## config.mk

```make
export PLATFORM = sky130hd
export DESIGN_NAME = mem_access_unit
export DESIGN_NICKNAME = d
export VERILOG_FILES = /design/src/rtl/mem_access_unit.sv
export SDC_FILE = /design/constraint.sdc
export NUM_CORES = 1
export LEC_CHECK = 0
export CAP_MARGIN = 0
export CELL_PAD_IN_SITES_DETAIL_PLACEMENT = 1
export CELL_PAD_IN_SITES_GLOBAL_PLACEMENT = 1
export CORE_ASPECT_RATIO = 0.7
export CORE_MARGIN = 2
export CORE_UTILIZATION = 34
export CTS_CLUSTER_SIZE = 12
export DETAILED_ROUTE_END_ITERATION = 6
export PLACE_DENSITY_LB_ADDON = 0.1
export SLEW_MARGIN = 20
export SYNTH_ARGS = -nofsm -noshare
export SYNTH_HDL_FRONTEND = slang
export SYNTH_SLANG_ARGS = --single-unit
```

## constraint.sdc

```tcl
create_clock -name clk -period 5.33 [get_ports clk]
set_input_delay 0.7995 -clock clk [delete_from_list [all_inputs] [get_ports clk]]
set_output_delay 0.7995 -clock clk [all_outputs]
set_load 0.01 [all_outputs]
```

## src/rtl/mem_access_unit.sv

```systemverilog
// Memory-stage engine: issues a req/ack data-memory transaction for loads and stores, steers
// byte lanes, sign-extends loads, flags misaligned accesses and times out hung accesses.
module mem_access_unit #(
   parameter int unsigned TIMEOUT_CYCLES = 15
) (
   input  logic        clk,
   input  logic        reset,
   input  logic [31:0] alu_result_in,
   input  logic [31:0] read_data2_in,
   input  logic [31:0] pc_in,
   input  logic [4:0]  regdst_in,
   input  logic        regwrite_in,
   input  logic        memwrite_in,
   input  logic        memread_in,
   input  logic [1:0]  memtoreg_in,
   input  logic [1:0]  decodeop_in,
   output logic        mem_req,
   output logic        mem_we,
   output logic [31:0] mem_addr,
   output logic [31:0] mem_wdata,
   output logic [3:0]  mem_be,
   input  logic [31:0] mem_rdata,
   input  logic        mem_ack,
   output logic        stall,
   output logic [31:0] wb_alu_result,
   output logic [31:0] wb_mem_data,
   output logic [31:0] wb_pc,
   output logic [4:0]  wb_regdst,
   output logic        wb_regwrite,
   output logic [1:0]  wb_memtoreg,
   output logic        misalign_err,
   output logic        bus_error
);

   localparam int unsigned CntW = (TIMEOUT_CYCLES > 1) ? $clog2(TIMEOUT_CYCLES) : 1;
   localparam logic [CntW-1:0] CntLast = CntW'(TIMEOUT_CYCLES - 1);

   typedef enum logic {StIdle, StAccess} state_e;

   state_e          state_q, state_d;
   logic [CntW-1:0] cnt_q, cnt_d;
   logic [31:0]     addr_q, addr_d, wdata_q, wdata_d;
   logic            we_q, we_d;
   logic [3:0]      be_q, be_d;
   logic [1:0]      size_q, size_d, off_q, off_d;
   logic            misalign_q, misalign_d, bus_error_q, bus_error_d;
   logic [31:0]     wb_alu_q, wb_alu_d, wb_mem_q, wb_mem_d, wb_pc_q, wb_pc_d;
   logic [4:0]      wb_regdst_q, wb_regdst_d;
   logic            wb_regwrite_q, wb_regwrite_d;
   logic [1:0]      wb_memtoreg_q, wb_memtoreg_d;

   logic        mem_op, misaligned, last_cycle;
   logic [31:0] st_wdata, ld_data;
   logic [3:0]  st_be;
   logic [7:0]  ld_byte;
   logic [15:0] ld_half;

   assign mem_op     = memread_in | memwrite_in;
   assign last_cycle = (cnt_q == CntLast);

   always_comb begin
      st_wdata   = read_data2_in;
      st_be      = 4'b1111;
      misaligned = |alu_result_in[1:0];
      case (decodeop_in)
         2'b01: begin
            st_wdata   = {2{read_data2_in[15:0]}};
            st_be      = alu_result_in[1] ? 4'b1100 : 4'b0011;
            misaligned = alu_result_in[0];
         end
         2'b10: begin
            st_wdata   = {4{read_data2_in[7:0]}};
            st_be      = 4'b0001 << alu_result_in[1:0];
            misaligned = 1'b0;
         end
         default: ;
      endcase
   end

   // Load lane selection relies on the captured offset being aligned to the access size.
   assign ld_byte = mem_rdata[{off_q, 3'b000} +: 8];
   assign ld_half = off_q[1] ? mem_rdata[31:16] : mem_rdata[15:0];

   always_comb begin
      case (size_q)
         2'b01:   ld_data = {{16{ld_half[15]}}, ld_half};
         2'b10:   ld_data = {{24{ld_byte[7]}}, ld_byte};
         default: ld_data = mem_rdata;
      endcase
   end

   always_comb begin
      stall = 1'b0;
      if (reset) begin
         stall = (state_q == StIdle) ? (mem_op && !misaligned) : (!mem_ack && !last_cycle);
      end
   end

   always_comb begin
      state_d       = state_q;
      cnt_d         = cnt_q;
      addr_d        = addr_q;
      wdata_d       = wdata_q;
      we_d          = we_q;
      be_d          = be_q;
      size_d        = size_q;
      off_d         = off_q;
      misalign_d    = 1'b0;
      bus_error_d   = 1'b0;
      // MEM/WB defaults to a bubble; only retiring instructions overwrite it.
      wb_alu_d      = '0;
      wb_mem_d      = '0;
      wb_pc_d       = '0;
      wb_regdst_d   = '0;
      wb_regwrite_d = 1'b0;
      wb_memtoreg_d = '0;
      unique case (state_q)
         StIdle: begin
            if (!mem_op) begin
               wb_alu_d      = alu_result_in;
               wb_pc_d       = pc_in;
               wb_regdst_d   = regdst_in;
               wb_regwrite_d = regwrite_in;
               wb_memtoreg_d = memtoreg_in;
            end else if (misaligned) begin
               misalign_d = 1'b1;
            end else begin
               addr_d  = {alu_result_in[31:2], 2'b00};
               wdata_d = st_wdata;
               we_d    = memwrite_in;
               be_d    = st_be;
               size_d  = decodeop_in;
               off_d   = alu_result_in[1:0];
               cnt_d   = '0;
               state_d = StAccess;
            end
         end
         StAccess: begin
            if (mem_ack) begin
               wb_alu_d      = alu_result_in;
               wb_mem_d      = we_q ? 32'd0 : ld_data;
               wb_pc_d       = pc_in;
               wb_regdst_d   = regdst_in;
               wb_regwrite_d = regwrite_in;
               wb_memtoreg_d = memtoreg_in;
               cnt_d         = '0;
               state_d       = StIdle;
            end else if (last_cycle) begin
               bus_error_d = 1'b1;
               cnt_d       = '0;
               state_d     = StIdle;
            end else begin
               cnt_d = cnt_q + 1'b1;
            end
         end
      endcase
   end

   always_ff @(posedge clk or negedge reset) begin
      if (!reset) begin
         state_q       <= StIdle;
         cnt_q         <= '0;
         addr_q        <= '0;
         wdata_q       <= '0;
         we_q          <= 1'b0;
         be_q          <= '0;
         size_q        <= '0;
         off_q         <= '0;
         misalign_q    <= 1'b0;
         bus_error_q   <= 1'b0;
         wb_alu_q      <= '0;
         wb_mem_q      <= '0;
         wb_pc_q       <= '0;
         wb_regdst_q   <= '0;
         wb_regwrite_q <= 1'b0;
         wb_memtoreg_q <= '0;
      end else begin
         state_q       <= state_d;
         cnt_q         <= cnt_d;
         addr_q        <= addr_d;
         wdata_q       <= wdata_d;
         we_q          <= we_d;
         be_q          <= be_d;
         size_q        <= size_d;
         off_q         <= off_d;
         misalign_q    <= misalign_d;
         bus_error_q   <= bus_error_d;
         wb_alu_q      <= wb_alu_d;
         wb_mem_q      <= wb_mem_d;
         wb_pc_q       <= wb_pc_d;
         wb_regdst_q   <= wb_regdst_d;
         wb_regwrite_q <= wb_regwrite_d;
         wb_memtoreg_q <= wb_memtoreg_d;
      end
   end

   assign mem_req       = (state_q == StAccess);
   assign mem_we        = we_q;
   assign mem_addr      = addr_q;
   assign mem_wdata     = wdata_q;
   assign mem_be        = be_q;
   assign misalign_err  = misalign_q;
   assign bus_error     = bus_error_q;
   assign wb_alu_result = wb_alu_q;
   assign wb_mem_data   = wb_mem_q;
   assign wb_pc         = wb_pc_q;
   assign wb_regdst     = wb_regdst_q;
   assign wb_regwrite   = wb_regwrite_q;
   assign wb_memtoreg   = wb_memtoreg_q;

endmodule

```

==> reports/metrics.cfg <==
[grt]
grt_pass1_vias = 6265
antenna_found_initial = 0
grt_usage = 0.217
grt.overflow.total = 0
grt_pass1_wl_mm = 36.6
grt_max_degree = 103

[critical_path]
cp-endpoint = stall
cp.required_ps = 4530
path_max_fanout = 20
r2r-end = wb_mem_data[27]$_DFF_PN0_
startpoint_type = input pin
endpoint_kind = primary output
cp-startpoint = decodeop_in[1]
ff2ff_path_depth = 4
worst-setup-path-type = in -> out
rrSetupSlack_ps = 2670
r2r-start = off_q[1]$_DFFE_PN0P_
arrival_ps = 3090

[clocking]
clock-sinks = 182
cts_resized = 0
postCtsSetupBuffers = 0
clock_path_buffers = 2
root_buffer = clkbuf_16
cts_made_buffers = 17
clk_latency_ps = 420
cts_tree = yes
cts_hold_buffers = 0
h-tree-depth = 4
cts.reportedPaths.clkPinSlew_ps = 70

[routing]
drc = 0
wire_per_inst_um = 19.8
vias = 5747
drtAntennaViolNets = 0
vias_per_cell = 4.78
dr.pass1.iters = 5
routed_wl_mm = 23.8
drtIter0Drc = 317

[cells_and_area]
antenna_cells = 0
drive_gt1_frac = 0.0960
syn2layout_area_growth_pct = 55.6
fill_cells = 2189
utilization = 0.539
nets = 1066

[timing]
fmax_mhz = 257
hold_viol = 0
final.setup_skew_ps = 8.55
setup_viol = 0
post-route-period-util = 0.730
relSlewSlack = 0.406
fin_tns_setup_ps = 0
rsz0062_at_grt = false
final.min_clock_period_ps = 3890
maxSlewViolCount = 0
worstMarginPinSlew_ps = 891

[placed_design]
dp_hpwl_mm = 18.0
gp_congestion = 0.915
io_buffers = 317

[floorplan]
initial_core_util = 0.346
placementRows = 44
die_w_um = 178
die_area_mm2 = 0.0223
coreArea_mm2 = 0.0207
io_pins = 320
die_h_um = 125

[pwr]
p_leak_nw = 4.82
powerDensity_mw_per_mm2 = 416
power_mw = 4.64
ir_drop_uv = 230

[synthesis]
synth_cells = 615
yosys.area.top_type_share = 0.635
ys_async_sr_fraction = 1.00
synth_cell_types = 42
yosysMostFrequentCell = dfrtp_1
ys_seq_area_frac = 0.635
ys_ff_latch = 182
synth_area_mm2 = 0.00717
synth.avg_cell_area_um2 = 11.7
synth_area_leaders = dfrtp_1 64%, mux2_2 7.4%, nor2b_1 6.3%
yosys.area.top_type = dfrtp_1
yosys-top-cells-count = 182 x dfrtp_1, 72 x nor2b_1, 57 x nand2_1
yosysWarningCount = 0
synth_edf_count = 0
yosys_most_used_dff = dfrtp_1

[run]
cap_violations = 0

[run_status]
outcome = complete, no violations

[min_path]
hold_path.class = in -> async

==> metal layers <==
metal,wire (µm),vias to the layer above,track usage,share of wire
li1,-,2650,-,-
met4,233,0,0.0530,0.0098
met5,0,-,0,0
met2,11500,189,0.344,0.48
met1,9940,2893,0.275,0.42
met3,2190,15,0.0897,0.092
==> worst max-delay path, cell delays in order <==
cell	delay [ps]
clkdlybuf4s50_1	450
inv_1	100
ha_1	530
nand2_1	240
nand4b_1	210
nand2_1	110
and2_1	170
clkdlybuf4s50_1	480
==> stage by stage <==
stage          worst slack (ps)  hold slack, ps  cell area, µm²  instances
5_1_grt                    1290             328           11200       1203
2_1_floorplan              2520             475            7170        616
3_5_place_dp               1500             469           10600       1174
6_report                   1440             310           11200       1203
4_1_cts                    1490             323           11100       1203
3_3_place_gp               1580             461           10600       1174
==> cells in the final DEF (no fill, tap or decap), drive strengths merged, types with 2 or more instances in the layout <==
cell,n
inv,31
nor2,26
o21ai,57
nor2b,72
and2,2
clkdlybuf4s50,316
nand3,3
a32o,5
a21o,6
buf,6
clkbuf,17
clkinvlp,3
a221oi,3
ha,6
nand2,57
mux2,48
conb,2
or2,2
dfrtp,182
nand2b,2
bufinv,3
a21oi,45
clkinv,2
a31oi,2
a22oi,16
==> flip-flops by register name (all words and copies together) (netlist names) <==
register / cells
mem_wdata: 32
wb_alu_result: 32
wb_mem_data: 32
wb_pc: 32
mem_addr: 30
wb_regdst: 5
cnt_q: 4
mem_be: 4
off_q: 2
size_q: 2
wb_memtoreg: 2
bus_error: 1
mem_req: 1
mem_we: 1
misalign_err: 1
wb_regwrite: 1
==> area by class of cell <==
type                    instances  area (µm²)  area share
inverters                      27         101     0.00909
flip-flops and latches        182        4550       0.408
repair buffers                322        3220       0.288
well taps                     276         345      0.0310
clock inverters                12         170      0.0153
clock buffers                  17         425      0.0381
multi-input cells             367        2340       0.210
==> logic make-up (layout without fill, tap and decap cells) <==
family,after synthesis,in the layout,share of synthesized area
compound gates,140,140,0.116
buf+inv,67,378,0.0401
other cells,1,2,0.000523
mux,48,48,0.0759
flops,182,182,0.635
fa+ha+maj,6,6,0.0105
simple gates,171,171,0.121
==> worst min path at each step <==
stage / start / endpoint / slack [ps] / cells after the start
after floorplan: size_q[1]$_DFFE_PN0P_ / size_q[1]$_DFFE_PN0P_ / 480 / 2
after detailed placement: mem_be[1]$_DFFE_PN0P_ / mem_be[1]$_DFFE_PN0P_ / 470 / 2
after global routing: reset / mem_wdata[6]$_DFFE_PN0P_ / 330 / 1
after CTS: reset / mem_wdata[6]$_DFFE_PN0P_ / 320 / 1
final: reset / mem_wdata[6]$_DFFE_PN0P_ / 310 / 1
after global placement: mem_wdata[26]$_DFFE_PN0P_ / mem_wdata[26]$_DFFE_PN0P_ / 460 / 2
==> report_power, final <==
part           leakage [nW]  switching [mW]  internal, mW  total [mW]
Sequential             2.35           0.168          1.67        1.83
Clock                 0.282           0.554         0.742        1.30
Combinational          2.19           0.715         0.796        1.51
Total                  4.82            1.44          3.20        4.64
Note: power is estimated with default switching activity, not from simulation.
